$ cat config.mk
export PLATFORM = sky130hd
export DESIGN_NAME = mux_rr_nx1
export DESIGN_NICKNAME = d
export VERILOG_FILES = /design/src/rtl/mux_rr_nx1.sv
export SDC_FILE = /design/constraint.sdc
export NUM_CORES = 1
export LEC_CHECK = 0
export CAP_MARGIN = 25
export CELL_PAD_IN_SITES_DETAIL_PLACEMENT = 0
export CELL_PAD_IN_SITES_GLOBAL_PLACEMENT = 1
export CORE_MARGIN = 1
export CORE_UTILIZATION = 30
export DETAILED_ROUTE_END_ITERATION = 8
export GPL_TIMING_DRIVEN = 0
export HOLD_SLACK_MARGIN = 0.15
export PLACE_DENSITY = 0.85
export SLEW_MARGIN = 20
export SYNTH_ARGS = -nofsm -noshare
export SYNTH_HDL_FRONTEND = slang
export SYNTH_SLANG_ARGS = --single-unit
export TNS_END_PERCENT = 1
$ cat constraint.sdc
create_clock -name clk -period 2.4 [get_ports clk]
set_input_delay 0.48 -clock clk [delete_from_list [all_inputs] [get_ports clk]]
set_output_delay 0.48 -clock clk [all_outputs]
set_load 0.01 [all_outputs]
$ cat src/rtl/mux_rr_nx1.sv
// N-to-1 multiplexer with a registered output and valid/ready handshakes.
// The grant comes from one of two sources:
// - Fixed mode: the external select.
// - Round-robin mode: a scan over the valid channels, starting at rr_ptr.
// The output register adds one cycle of latency. It can drain and reload on the
// same edge, so full throughput is one word per cycle.
//
// Ports:
//   clk        clock; all state updates on its rising edge
//   rst        synchronous reset, active-high
//   mode       0 = fixed select, 1 = round-robin
//   sel        channel index used in fixed mode
//   in_data    flattened channel data; channel i at [i*WIDTH +: WIDTH]
//   in_valid   per-channel valid
//   in_ready   per-channel ready (one-hot or zero)
//   out_data   registered output data
//   out_ch     index of the channel that supplied out_data
//   out_valid  output register holds a word
//   out_ready  consumer accepts the word this cycle
module mux_rr_nx1 #(
  parameter int unsigned N     = 4,
  parameter int unsigned WIDTH = 1,
  localparam int unsigned SELW = $clog2(N)
) (
  input  logic                 clk,
  input  logic                 rst,
  input  logic                 mode,
  input  logic [SELW-1:0]      sel,
  input  logic [N*WIDTH-1:0]   in_data,
  input  logic [N-1:0]         in_valid,
  output logic [N-1:0]         in_ready,
  output logic [WIDTH-1:0]     out_data,
  output logic [SELW-1:0]      out_ch,
  output logic                 out_valid,
  input  logic                 out_ready
);

  localparam int NI = int'(N);

  logic [WIDTH-1:0] out_data_q, out_data_d;
  logic [SELW-1:0]  out_ch_q, out_ch_d;
  logic             out_valid_q, out_valid_d;
  logic [SELW-1:0]  rr_ptr_q, rr_ptr_d;

  logic             load;
  logic             grant_valid;
  logic [SELW-1:0]  grant_idx;
  logic [WIDTH-1:0] grant_data;
  logic             xfer;

  // Register is empty or being drained; reset suppresses any handshake.
  assign load = !rst && (!out_valid_q || out_ready);

  always_comb begin
    int j;
    grant_valid = 1'b0;
    grant_idx   = '0;
    j           = 0;
    if (!mode) begin
      // sel >= N matches no channel, so it simply yields no grant.
      for (int i = 0; i < NI; i++) begin
        if (sel == SELW'(i) && in_valid[i]) begin
          grant_valid = 1'b1;
          grant_idx   = SELW'(i);
        end
      end
    end else begin
      // Scan from the farthest offset down so the nearest valid channel to rr_ptr wins.
      for (int k = NI - 1; k >= 0; k--) begin
        j = int'(rr_ptr_q) + k;
        if (j >= NI) j = j - NI;
        if (in_valid[j]) begin
          grant_valid = 1'b1;
          grant_idx   = SELW'(j);
        end
      end
    end
  end

  always_comb begin
    grant_data = '0;
    for (int i = 0; i < NI; i++) begin
      if (grant_idx == SELW'(i)) grant_data = in_data[i*WIDTH +: WIDTH];
    end
  end

  always_comb begin
    in_ready = '0;
    for (int i = 0; i < NI; i++) begin
      in_ready[i] = load && grant_valid && (grant_idx == SELW'(i));
    end
  end

  assign xfer = load && grant_valid;

  always_comb begin
    out_data_d  = out_data_q;
    out_ch_d    = out_ch_q;
    out_valid_d = out_valid_q;
    rr_ptr_d    = rr_ptr_q;
    if (xfer) begin
      out_data_d  = grant_data;
      out_ch_d    = grant_idx;
      out_valid_d = 1'b1;
      if (mode) begin
        rr_ptr_d = (grant_idx == SELW'(NI - 1)) ? '0 : grant_idx + SELW'(1);
      end
    end else if (out_ready) begin
      out_valid_d = 1'b0;
    end
  end

  always_ff @(posedge clk) begin
    if (rst) begin
      out_data_q  <= '0;
      out_ch_q    <= '0;
      out_valid_q <= 1'b0;
      rr_ptr_q    <= '0;
    end else begin
      out_data_q  <= out_data_d;
      out_ch_q    <= out_ch_d;
      out_valid_q <= out_valid_d;
      rr_ptr_q    <= rr_ptr_d;
    end
  end

  assign out_data  = out_data_q;
  assign out_ch    = out_ch_q;
  assign out_valid = out_valid_q;

endmodule

; ---- After elaboration in Yosys (flattened, before gate mapping)
; Index checks and enable logic that the tools add are counted.
[word_totals]
reg_bits = 6
input_bits = 14
[op_classes]
addsub = 8
magnitude_cmp = 8
n_eq_ne = 6
mux = 44
n_reduce_logical = 17
[ops]
columns = operator, n
row1 = $mux 32, 8
row2 = $lt 32x4->1 const B, 4
row3 = $mux 1, 24
row4 = $mux 2, 8
row5 = $sub 3x3->4 const B, 3
row6 = $logic_and 1x1->1, 10
row7 = $ge 3x3->1 const B, 3
row8 = $bmux 1 s2, 4
row9 = $eq 2x2->1 const B, 4
row10 = $add 2x2->3 const B, 2
row11 = $eq 2x1->1 const B, 2
row12 = $logic_not 2->1, 2
row13 = $sub 2x3->4 const B, 1
row14 = $add 2x1->3 const B, 1
row15 = $ge 2x3->1 const B, 1
row16 = $add 2x1->2 const B, 1
row17 = $logic_not 1->1, 2
row18 = $reduce_and 2->1, 1
row19 = $reduce_bool 2->1, 1
row20 = $logic_or 1x1->1, 1

; ---- Logic depth before layout (Yosys ltp)
[depth]
depth_word = 17
ltp_mapped = 9
depth_no_buf = 9

; ---- Least setup slack after synthesis
; No wires, ideal clock.
[synth_timing]
path_type = input to register
from = input in_valid[1]
to = register out_data_q (netlist: out_data)
setup_ns = 0.059
arrival_ns = 2.049
path_slack_ns = 0.293
cell_stages = 8
n_path_buf = 0
cell_sequence = or3b_2 -> o221ai_1 -> mux2i_1 -> ha_1 -> nand3b_1 -> a221o_1 -> a21oi_1 -> mux2_2
[synth_between]
elab_chain_len = 13
word_cells_on_any_way = 38
cone_classes = eq/ne: 3 / mux: 32 / reduce/logical: 3
[synth_rtl]
columns = item, line
row1 = from (decl), 30  ; input logic [N-1:0] in_valid,
row2 = $bmux 1 s2, 72  ; if (in_valid[j]) begin
row3 = $mux 1 (implied by the code) (2 in a row), 72
row4 = $mux 2 (4 in a row), 72
row5 = $mux 2 *, 59  ; if (!mode) begin
row6 = via grant_idx[0], 47  ; logic [SELW-1:0] grant_idx;
row7 = $logic_not 2->1, 83  ; if (grant_idx == SELW'(i)) grant_data = in_data[i*WIDTH +: WIDTH];
row8 = $mux 1 (3 in a row), 83
row9 = $mux 1 *, 83
row10 = to (signal assigned), 120  ; out_data_q <= out_data_d;
row11 = to (decl), 40  ; logic [WIDTH-1:0] out_data_q, out_data_d;
; Mark *: on every way through the listed nets, which the timed path passes. The rest lies on a longest branch. The select of a mux whose other input is x is not followed.
; A chain may end at the register's enable or synchronous reset.

; ---- Worst setup path after layout
[layout_timing]
from = input out_ready
to = output in_ready[3]
[layout_between]
elab_chain_len = 4
[layout_rtl]
columns = item, line
row1 = from (decl), 35  ; input logic out_ready
row2 = $logic_or 1x1->1, 52  ; assign load = !rst && (!out_valid_q || out_ready);
row3 = $logic_and 1x1->1, 52
row4 = $logic_and 1x1->1 (2 in a row), 90  ; in_ready[i] = load && grant_valid && (grant_idx == SELW'(i));
row5 = to (decl), 31  ; output logic [N-1:0] in_ready,
; Every way passes these cells.

==> flow_metrics.py <==
metrics = {
    "timing": {
        "hold_viol": 0,
        "setup_viol": 0,
        "fmax_ghz": 0.418,
        "finalSetupTns_ns": 0,
        "skew_ns": 0.000335,
        "fin_crit_ns": 2.39,
        "drv_slew": 0,
        "max-slew-margin-rel_pct": 58.5,
        "rsz0062_at_grt": "yes",
        "period_share_pct": 99.6,
        "setup_ws_ns": 0.00846,
        "tightest_slew_ns": 0.614,
    },
    "setup_path": {
        "path_buf_inv": 3,
        "worstSetupStartpointType": "input pin",
        "path_class": "input pin to primary output",
        "end_kind": "primary output",
        "r2r_start": "rr_ptr_q[1]",
        "cp_slowest_cell": "clkdlybuf4s50_1",
        "crit_start": "out_ready",
        "crit_chain": "clkdlybuf4s50_1 -> nor2b_2 -> a2111oi_4 -> buf_4 -> and2_2 -> buf_2",
        "required_ns": 1.92,
        "cp_max_fo": 5,
        "max_stage_delay_ns": 0.47,
        "crit_arrival_ns": 1.91,
        "cpLargestDelayFamily": "buffers and inverters",
    },
    "die": {
        "boundaryPins": 22,
        "num_rows": 14,
        "die_h_um": 44.3,
        "dieArea_um2": 1960,
        "initial_core_util_pct": 33.6,
        "core_area_um2": 1590,
        "die_x_um": 44.3,
    },
    "yosys": {
        "seq_area_frac_synth_pct": 22.4,
        "synthesis.area_um2": 536,
        "syn_nets": 74,
        "synthArstFlopShare_pct": 0,
        "yosysTopAreaCellShare_pct": 22.4,
        "synth_flop_cell": "dfxtp_1",
        "synth_edf_count": 0,
        "synth_largest_area_cell": "dfxtp_1",
        "synth-seq-cells": 6,
        "yosysWarnings": 0,
        "ys_types": 24,
        "synthCells": 56,
        "synth_common_cells": "dfxtp_1, mux2i_1",
        "synth_area_per_cell_um2": 9.56,
        "ys_top_cells_by_area": "dfxtp_1, mux2i_1, ha_1",
    },
    "detailed_routing": {
        "met1_length_um": 638,
        "dr.pass1.iters": 6,
        "dr_wl_met3_um": 72,
        "postRouteWirelength_mm": 1.61,
        "wire_per_inst_um": 13.8,
        "vias_per_cell": 4.94,
        "ant_nets": 0,
        "initialDrtViolationCount": 5,
        "vias": 573,
        "route.detailed.drc": 0,
        "routed.top_layer": "met4",
        "met2_wirelength_um": 888,
    },
    "clock_network": {
        "clk_pin_slew_worst_paths_ns": 0.04,
        "clock-root-buffer": "clkbuf_4",
        "clk_latency_ns": 0.24,
        "cts_buffer_depth": 2,
        "cts.hold.buffers_added": 0,
        "cts_sinks": 6,
        "htreeDepth": 1,
        "cts_tree": "done",
        "numCtsBuffers": 3,
    },
    "finish": {
        "layout-drive-gt1-share_pct": 56.5,
        "layout.nets": 112,
        "n_antenna_cell": 0,
        "syn_to_final_growth_pct": 78.7,
        "fin_area_um2": 957,
        "fin_cells": 116,
        "num-fill-cells": 140,
    },
    "global_routing": {
        "grt_pass1_wl_mm": 2.43,
        "antenna_found_initial": 0,
        "groute.usage.overall_pct": 17.3,
        "grt_start_max_net_pins": 9,
        "overflow": 0,
        "grt_pass1_vias": 564,
    },
    "job": {
        "maxCapViolCount": 0,
    },
    "place": {
        "placed_cell_area_um2": 776,
        "placed_cells": 101,
        "dp_hpwl_um": 902,
        "dp_slack_ns": -0.869,
        "gp_congestion": 0.721,
        "io_buffers": 21,
    },
    "hold_path": {
        "hp-class": "flop to flop",
        "hp-start": "out_ch[1]",
    },
    "pwr": {
        "power_uw": 391,
        "ir_worst_vdd_v": 0.000402,
        "power.density_nw_per_um2": 409,
        "p_leak_uw": 0.000399,
    },
    "run_status": {
        "outcome": "finished clean",
    },
}
-- cells in the final DEF (no fill, tap or decap), drive strengths merged, types with 2 or more instances in the layout --
master         count
nor3b              2
inv                4
nand3b             2
and2               4
dfxtp              6
nand2              3
mux2               3
buf               18
nor2b              4
mux2i              6
clkdlybuf4s50      9
clkbuf             8
nor2               4
ha                 4
a21oi              2
-- metrics by stage --
step | util (%) | hold WS, ns
CTS | 55.6 | 0.465
finish | 60.0 | 0.461
global route | 60.0 | 0.482
floorplan | - | 0.479
global placement | 48.7 | 0.453
detailed placement | 48.7 | 0.459
-- state kept, by name (all words and copies together) (netlist names) --
signal     flops
rr_ptr_q       2
out_data       1
out_valid      1
out_ch         2
-- cells by family (layout without fill, tap and decap cells) --
| group | count (synthesis) | after routing | synth area share, % |
|---|---|---|---|
| and+or+nand+nor | 24 | 24 | 27.8 |
| muxes | 10 | 10 | 22.4 |
| AOI/OAI and AO/OA | 8 | 8 | 15.2 |
| DFF | 6 | 6 | 22.4 |
| adders and majority gates | 4 | 4 | 9.35 |
| buffers and inverters | 4 | 40 | 2.80 |
-- where the power goes --
group          total [uW]  leakage [uW]  internal, uW  switching [uW]
logic                 181      0.000335           105            76.6
registers             117     0.0000501           109            8.12
clock network        92.9     0.0000138          56.6            36.4
total                 391      0.000399           270             121
-- routing by layer --
layer | vias up | track usage, %
li1 | 281 | -
met1 | 275 | 18.5
met2 | 15 | 33.8
met3 | 2 | 6.53
met4 | 0 | 0
met5 | - | 0
-- worst register-to-register path, delay by kind of cell (launching register included) --
kind	cells	cell delay, ns
DFF	1	0.36
buffers and inverters	2	0.27
AOI/OAI and AO/OA	3	0.49
muxes	2	0.27
adders and majority gates	1	0.15
and+or+nand+nor	2	0.54
-- path summary, 6_finish.rpt --
check | to | slack [ns] | cells past startpoint
setup / recovery | in_ready[3] | 0.008 | 6
hold / removal | out_ch[1] | 0.46 | 2
setup reg to reg | out_data | 0.27 | 10
hold reg to reg | out_ch[1] | 0.46 | 2
-- final cells by class --
type                       count  area, um2  area share [%]
multi-input combinational     46        503            52.5
timing repair buffer          33        263            27.5
sequential                     6        124            12.9
tap                           24       30.0            3.14
clock buffer                   3       22.5            2.35
inverter                       4       15.0            1.57
-- what timing repair did --
| item | CTS | global route |
|---|---|---|
| setup buffers | 8 | 4 |
| resized for setup | 45 | 29 |
| setup endpoints to repair | 5 | 4 |
| pin swaps | 4 | 5 |
(Power assumes the default switching activity.)
